File: config.mk
export PLATFORM = sky130hd
export DESIGN_NAME = wave_ramp_gen
export DESIGN_NICKNAME = d
export VERILOG_FILES = /design/src/rtl/wave_ramp_gen.sv
export SDC_FILE = /design/constraint.sdc
export NUM_CORES = 1
export LEC_CHECK = 0
export ABC_AREA = 1
export CAP_MARGIN = 20
export CORE_ASPECT_RATIO = 0.8
export CORE_MARGIN = 2
export CORE_UTILIZATION = 35
export DETAILED_ROUTE_END_ITERATION = 8
export GPL_TIMING_DRIVEN = 0
export HOLD_SLACK_MARGIN = 0.15
export PLACE_DENSITY = 0.62
export SYNTH_ARGS = -nofsm -noshare
export SYNTH_HDL_FRONTEND = slang
export SYNTH_SLANG_ARGS = --single-unit
File: constraint.sdc
create_clock -name clk -period 6.2 [get_ports clk]
set_input_delay 1.24 -clock clk [delete_from_list [all_inputs] [get_ports clk]]
set_output_delay 1.24 -clock clk [all_outputs]
set_load 0.01 [all_outputs]
File: src/rtl/wave_ramp_gen.sv
// rtl/wave_ramp_gen.sv - tick-paced ramp source (one-shot, sawtooth, triangle) feeding the PDM core
// Optional start_val input enabled by defining WAVE_RAMP_START_VAL_EN.
module wave_ramp_gen #(
  parameter int WIDTH  = 10,
  parameter int DIV_W  = 28,
  parameter int STEP_W = 4
) (
  input  logic              clk,
  input  logic              reset,
  input  logic              en,
  input  logic              restart,
  input  logic [1:0]        mode,
  input  logic [DIV_W-1:0]  div,
  input  logic [STEP_W-1:0] step,
`ifdef WAVE_RAMP_START_VAL_EN
  input  logic [WIDTH-1:0]  start_val,
`endif
  output logic [WIDTH-1:0]  out_wave,
  output logic              out_valid,
  output logic              done
);

  localparam logic [WIDTH:0] MAX = {1'b0, {WIDTH{1'b1}}};
  localparam logic [1:0] MODE_ONESHOT = 2'd0;
  localparam logic [1:0] MODE_SAW     = 2'd1;
  localparam logic [1:0] MODE_TRI     = 2'd2;

  typedef enum logic [1:0] {S_IDLE, S_RUN, S_DONE} state_t;

  state_t           state, state_n;
  logic [DIV_W-1:0] cnt, cnt_n;
  logic [WIDTH-1:0] wave_n;
  logic             valid_n;
  logic             dir, dir_n;
  logic [1:0]       mode_q, mode_n;
  logic [WIDTH-1:0] start_value;
  logic [WIDTH:0]   step_ext;
  logic [WIDTH:0]   sum;

`ifdef WAVE_RAMP_START_VAL_EN
  assign start_value = start_val;
`else
  assign start_value = '0;
`endif

  // One extra bit so the saturation compare sees the carry.
  assign step_ext = (WIDTH+1)'(step);
  assign sum      = {1'b0, out_wave} + step_ext;
  assign done     = (state == S_DONE);

  always_ff @(posedge clk or posedge reset) begin
    if (reset) begin
      state     <= S_IDLE;
      cnt       <= '0;
      out_wave  <= '0;
      out_valid <= 1'b0;
      dir       <= 1'b0;
      mode_q    <= 2'd0;
    end else begin
      state     <= state_n;
      cnt       <= cnt_n;
      out_wave  <= wave_n;
      out_valid <= valid_n;
      dir       <= dir_n;
      mode_q    <= mode_n;
    end
  end

  always_comb begin
    state_n = state;
    cnt_n   = cnt;
    wave_n  = out_wave;
    valid_n = 1'b0;
    dir_n   = dir;
    mode_n  = mode_q;
    if (restart) begin
      state_n = S_RUN;
      cnt_n   = '0;
      wave_n  = start_value;
      dir_n   = 1'b0;
      mode_n  = mode;
    end else if (state == S_RUN && en) begin
      // >= rather than == so a live div reduction below the count ticks at once.
      if (cnt >= div) begin
        cnt_n   = '0;
        valid_n = 1'b1;
        case (mode_q)
          MODE_ONESHOT: begin
            if (sum >= MAX) begin
              wave_n  = MAX[WIDTH-1:0];
              state_n = S_DONE;
            end else begin
              wave_n = sum[WIDTH-1:0];
            end
          end
          MODE_SAW: wave_n = sum[WIDTH-1:0];
          MODE_TRI: begin
            if (!dir) begin
              if (sum >= MAX) begin
                wave_n = MAX[WIDTH-1:0];
                dir_n  = 1'b1;
              end else begin
                wave_n = sum[WIDTH-1:0];
              end
            end else if ({1'b0, out_wave} <= step_ext) begin
              wave_n = '0;
              dir_n  = 1'b0;
            end else begin
              wave_n = out_wave - WIDTH'(step);
            end
          end
          default: wave_n = out_wave;
        endcase
      end else begin
        cnt_n = cnt + DIV_W'(1);
      end
    end
  end

endmodule
Yosys cells after proc, flatten, opt, wreduce, memory -nomap -nowiden:

Index checks and enable logic that the tools add are counted.

* register bits after elaboration: 44
* input bits: 38
* output and inout port bits: 12

* add/sub/neg operators: 3
* magnitude comparators: 3
* equality and inequality tests: 4
* muxes and demuxes: 25
* reductions and logical operators: 11

Operators by type and width (count)
* $mux W28: 3
* $mux W10: 6
* $pmux W10 S3: 1
* $add A28 B1 Y28 const B: 1
* $ge A28 B28 Y1: 1
* $add A10 B4 Y11: 1
* $ge A11 B10 Y1 const B: 1
* $le A10 B4 Y1: 1
* $mux W1: 10
* $mux W2: 5
* $reduce_bool A2 Y1: 5
* $sub A10 B4 Y10: 1
* $reduce_and A3 Y1: 2
* $eq A2 B1 Y1 const B: 2
* $eq A2 B2 Y1 const B: 2
* $reduce_and A4 Y1: 1
* $reduce_bool A4 Y1: 1
* $logic_not A2 Y1: 1
* $logic_and A1 B1 Y1: 1

Logic depth before layout (Yosys ltp):

Gate-level depths: netlist of the first run.

* depth after elaboration: 8
* mapped depth: 19

Worst setup path after synthesis of the first run:

No wires, ideal clock.

* path type: input port to flip-flop
* start: input port step[0]
* end: register state[0]
* data arrival time: 2.844 ns
* required time: 6.080 ns
* slack: 3.236 ns
* cell stages on the path: 15
* path buffers: 0
* cells stage by stage: ha_1 -> inv_1 -> fa_1 -> inv_1 -> nand2_1 -> nand2_2 -> nand3_1 -> nand2_2 -> nand2_2 -> nor2_2 -> nand4_2 -> nand2_4 -> nand4_1 -> o21ai_0 -> inv_1

* longest elaborated chain between the ends: 4

RTL lines
* from (decl): RTL line 14 `input logic [STEP_W-1:0] step,`
* $add A10 B4 Y11: RTL line 48 `assign sum = {1'b0, out_wave} + step_ext;`
* $ge A11 B10 Y1: RTL line 89 `if (sum >= MAX) begin`
* $reduce_bool A2 Y1 (no source line)
* $reduce_and A4 Y1 (no source line)
* to (signal assigned): RTL line 60 `state <= state_n;`
* to (decl): RTL line 30 `state_t state, state_n;`

No other way between the ends.
A chain may end at the register's enable or synchronous reset.

Final worst setup path of the first run:

* start: input port div[7]
* end: register out_wave[3]

* longest elaborated chain between the ends: 3

RTL lines
* from (decl): RTL line 13 `input logic [DIV_W-1:0] div,`
* $ge A28 B28 Y1: RTL line 84 `if (cnt >= div) begin`
* $reduce_bool A2 Y1 (no source line)
* $reduce_and A3 Y1 (no source line)
* to (signal assigned): RTL line 62 `out_wave <= wave_n;`
* to (decl): RTL line 18 `output logic [WIDTH-1:0] out_wave,`

No other way between the ends.

==> results of run 1 <==
Yosys cell counts, types with 2 or more instances:
cell type,count
nand3_1,40
o21a_1,2
inv_1,96
a31oi_1,4
dfrtp_1,44
inv_2,3
ha_1,40
nor3_1,15
nand4_1,20
clkbuf_1,4
nand2_2,5
buf_2,3
fa_1,2
or2_2,2
nand2_1,117
o21ai_0,29
nor2_1,60
o21ai_1,4
xnor2_1,5
nor2_2,6
a21oi_1,37
nor3_2,2
xor2_1,15
registers in the layout (all words and copies together), names as in the netlist:
register	count
cnt	28
out_wave	10
mode_q	2
state	2
dir	1
out_valid	1
power breakdown:
part / internal [µW] / switching, µW / total (µW)
clock: 202 / 117 / 319
sequential: 301 / 20.3 / 321
combinational: 126 / 192 / 318
total: 629 / 329 / 958
worst max-delay path by stage:
stage                     startpoint          end  slack, ns  depth (start not counted)
final                         div[7]  out_wave[3]       2.54                         14
after global routing         step[0]  out_wave[4]       2.32                         17
after floorplan              step[0]     state[0]       3.24                         15
after global placement        div[7]  out_wave[3]       2.26                         14
after detailed placement      div[7]  out_wave[3]       2.29                         12
after CTS                     div[7]  out_wave[3]       2.58                         12
stage by stage:
stage	setup WS, ns	hold slack (ns)	utilization (%)	power, µW	cells
after floorplan	3.236	0.4930	-	532.7	565
after global placement	2.258	0.5199	41.86	632.4	757
after detailed placement	2.285	0.5209	42.04	638.4	758
after CTS	2.578	0.5413	43.68	964.9	766
after global routing	2.319	0.5804	43.68	1021	766
final	2.541	0.5408	43.68	958.4	766
logic make-up (layout without fill, tap and decap cells):
kind of cell               count (synthesis)  in the layout
adders and majority gates                 42             42
AOI/OAI and AO/OA                         80             80
and+or+nand+nor                          271            271
DFF                                       44             44
xor gates and xnor gates                  20             20
buffers and inverters                    108            165
routing by layer:
layer,part of all wire [%],GRT usage [%]
met1,49,25.20
met2,45,28.82
met3,5.6,2.278
met4,0.74,3.890
met5,0,0
final cells by class:
cell class              instances  area [µm²]
plain buffers                   9       48.80
clock buffers                   6       138.9
clock inverters                 2       38.79
fillers                      1102        6110
inverters                      99       371.6
multi-input cells             413        2359
flip-flops and latches         44        1101
well taps                     144       180.2
repair buffers                 49       500.5
critical path, delay by kind of cell:
kind            cells  cell delay (ns)
simple gates        8             1.14
compound gates      2             0.41
fa+ha+maj           1             0.31
buf+inv             3             0.80
==> impl_metrics.tcl, run 1 <==
set metrics [dict create \
    fin_nets 701 \
    clock-root-buffer "clkbuf_16" \
    antenna_left 0 \
    synth_area_leader_cell "dfrtp_1" \
    cts_hold_buf 0 \
    core_area_um2 10850 \
    cp-end-kind "flop" \
    layout_commonest_cell "nand2_1" \
    required_ns 6.43 \
    drc 0 \
    start_util_pct 35.77 \
    grt_pass1_wl_um 17480 \
    synthXorXnorAreaFrac_pct 4.515 \
    maxSlewViolCount 0 \
    vias 3797 \
    layout_common_cells "117 x nand2_1, 95 x inv_1, 60 x nor2_1" \
    die_x_um 121.7 \
    fin_crit_sh_pct 59.02 \
    path_max_fanout 10 \
    rsz0062_at_grt "false" \
    die_y_um 98.17 \
    clockBufferDepth 2 \
    ir_drop_uv 109.1 \
    dpl-instance-area_um2 4561 \
    synth_compound_area_share_pct 11.09 \
    synth_fp_nets 645 \
    setup_violations 0 \
    worst-slew-pin-transition_ns 0.5150 \
    cts_resized 0 \
    htreeDepth 2 \
    yosys.area_share.simple_pct 31.25 \
    rrSetupSlack_ns 3.55 \
    wl_per_cell_um 13.24 \
    ioPinCount 50 \
    worstSetupPathType "input pin to flop" \
    fmax_mhz 273.3 \
    synth_cells 565 \
    wl_um 10140 \
    worst_setup_path_start_kind "input pin" \
    async_flop_share_pct 100.0 \
    drt_iter0_markers 187 \
    dieArea_um2 11950 \
    synth_edf_count 0 \
    ys_warn_count 0 \
    synth_top_cell_area_share_pct 28.38 \
    synth_fa_ha_area_share_pct 13.93 \
    synth_seq_area_share_pct 28.38 \
    rr_startpoint "cnt[7]" \
    tns_ns 0 \
    via_per_inst 4.957 \
    syn-cell-area_um2 3880 \
    critical-path-max-stage-delay_ns 0.46 \
    holdCritPathClass "flop to flop" \
    hpwlAfterDp_um 7821 \
    synth-main-ff-cell "dfrtp_1" \
    grt_pass1_vias 3753 \
    hold_path_depth 2 \
    reg2regPathDepth 12 \
    drt_first_pass_iters 5 \
    global_route.overflow_total 0 \
    antennaDiodeCount 0 \
    ys_top_cells_by_area "dfrtp_1 28%, ha_1 13%, nand2_1 11%" \
    cts.clk_slew.worst_paths_ns 0.07 \
    finClkSkew_ns 0.008127 \
    crit_chain "clkdlybuf4s50_1, inv_1, ha_1, nand2_1, o21ai_0, nand2_1, nand3_1, nand3_1, nand3_1, o21ai_1, nor2_2, buf_4, nand3_1, nand2_1" \
    hold_viol 0 \
    antenna_found_initial 0 \
    drv_cap 0 \
    status "finished, final reports clean" \
    cts_setup_buffers 0 \
    r2r_end "out_wave[3]" \
    cts_tree "done" \
    num_rows 34 \
    avgSynthCellArea_um2 6.867 \
    cts.sink_count 44 \
    path_common_cell "nand3_1" \
    drive_gt1_share_pct 6.270 \
    area_growth_pct 22.12 \
    min_from "state[0]" \
    yosys.cell_types.count 33 \
    slew_headroom_pct 65.67 \
    synth-seq-cells 44 \
    port_buffers 48 \
    cts_buffers 5 \
    critPathArrivalTime_ns 3.89 \
    layout_min_cycle_time_ns 3.659 \
    grt_usage_pct 17.73 \
    p_per_area_nw_per_um2 202.3 \
    place_congestion 0.9266 \
    synth.area.mux_share_pct 0 \
    min_to "state[0]" \
    insertion_delay_ns 0.29 \
    grt_max_degree 41 \
    p_leak_uw 0.002355 \
    synth_top_family_by_area "simple AND/OR/NAND/NOR gates" \
    slowest_stage "clkdlybuf4s50_1" \
    fin_area_um2 4738 \
]
No activity file was read; power rests on OpenSTA's default activity.
==> run 2: changes to the inputs <==
clock period = 3.4 ns   (was 6.2 ns; I/O delays follow)
==> results of run 2 <==
Same layout as run 1 (identical final DEF). Status: finished, final reports clean.
Among the figures that moved: setup slack after placement 2.285 ns -> 0.04511 ns; setup slack after layout 2.541 ns -> 0.3009 ns; register-to-register setup slack 3.55 ns -> 0.75 ns; total power 958.4 µW -> 1748 µW; worst IR drop on VDD 109.1 µV -> 199.0 µV
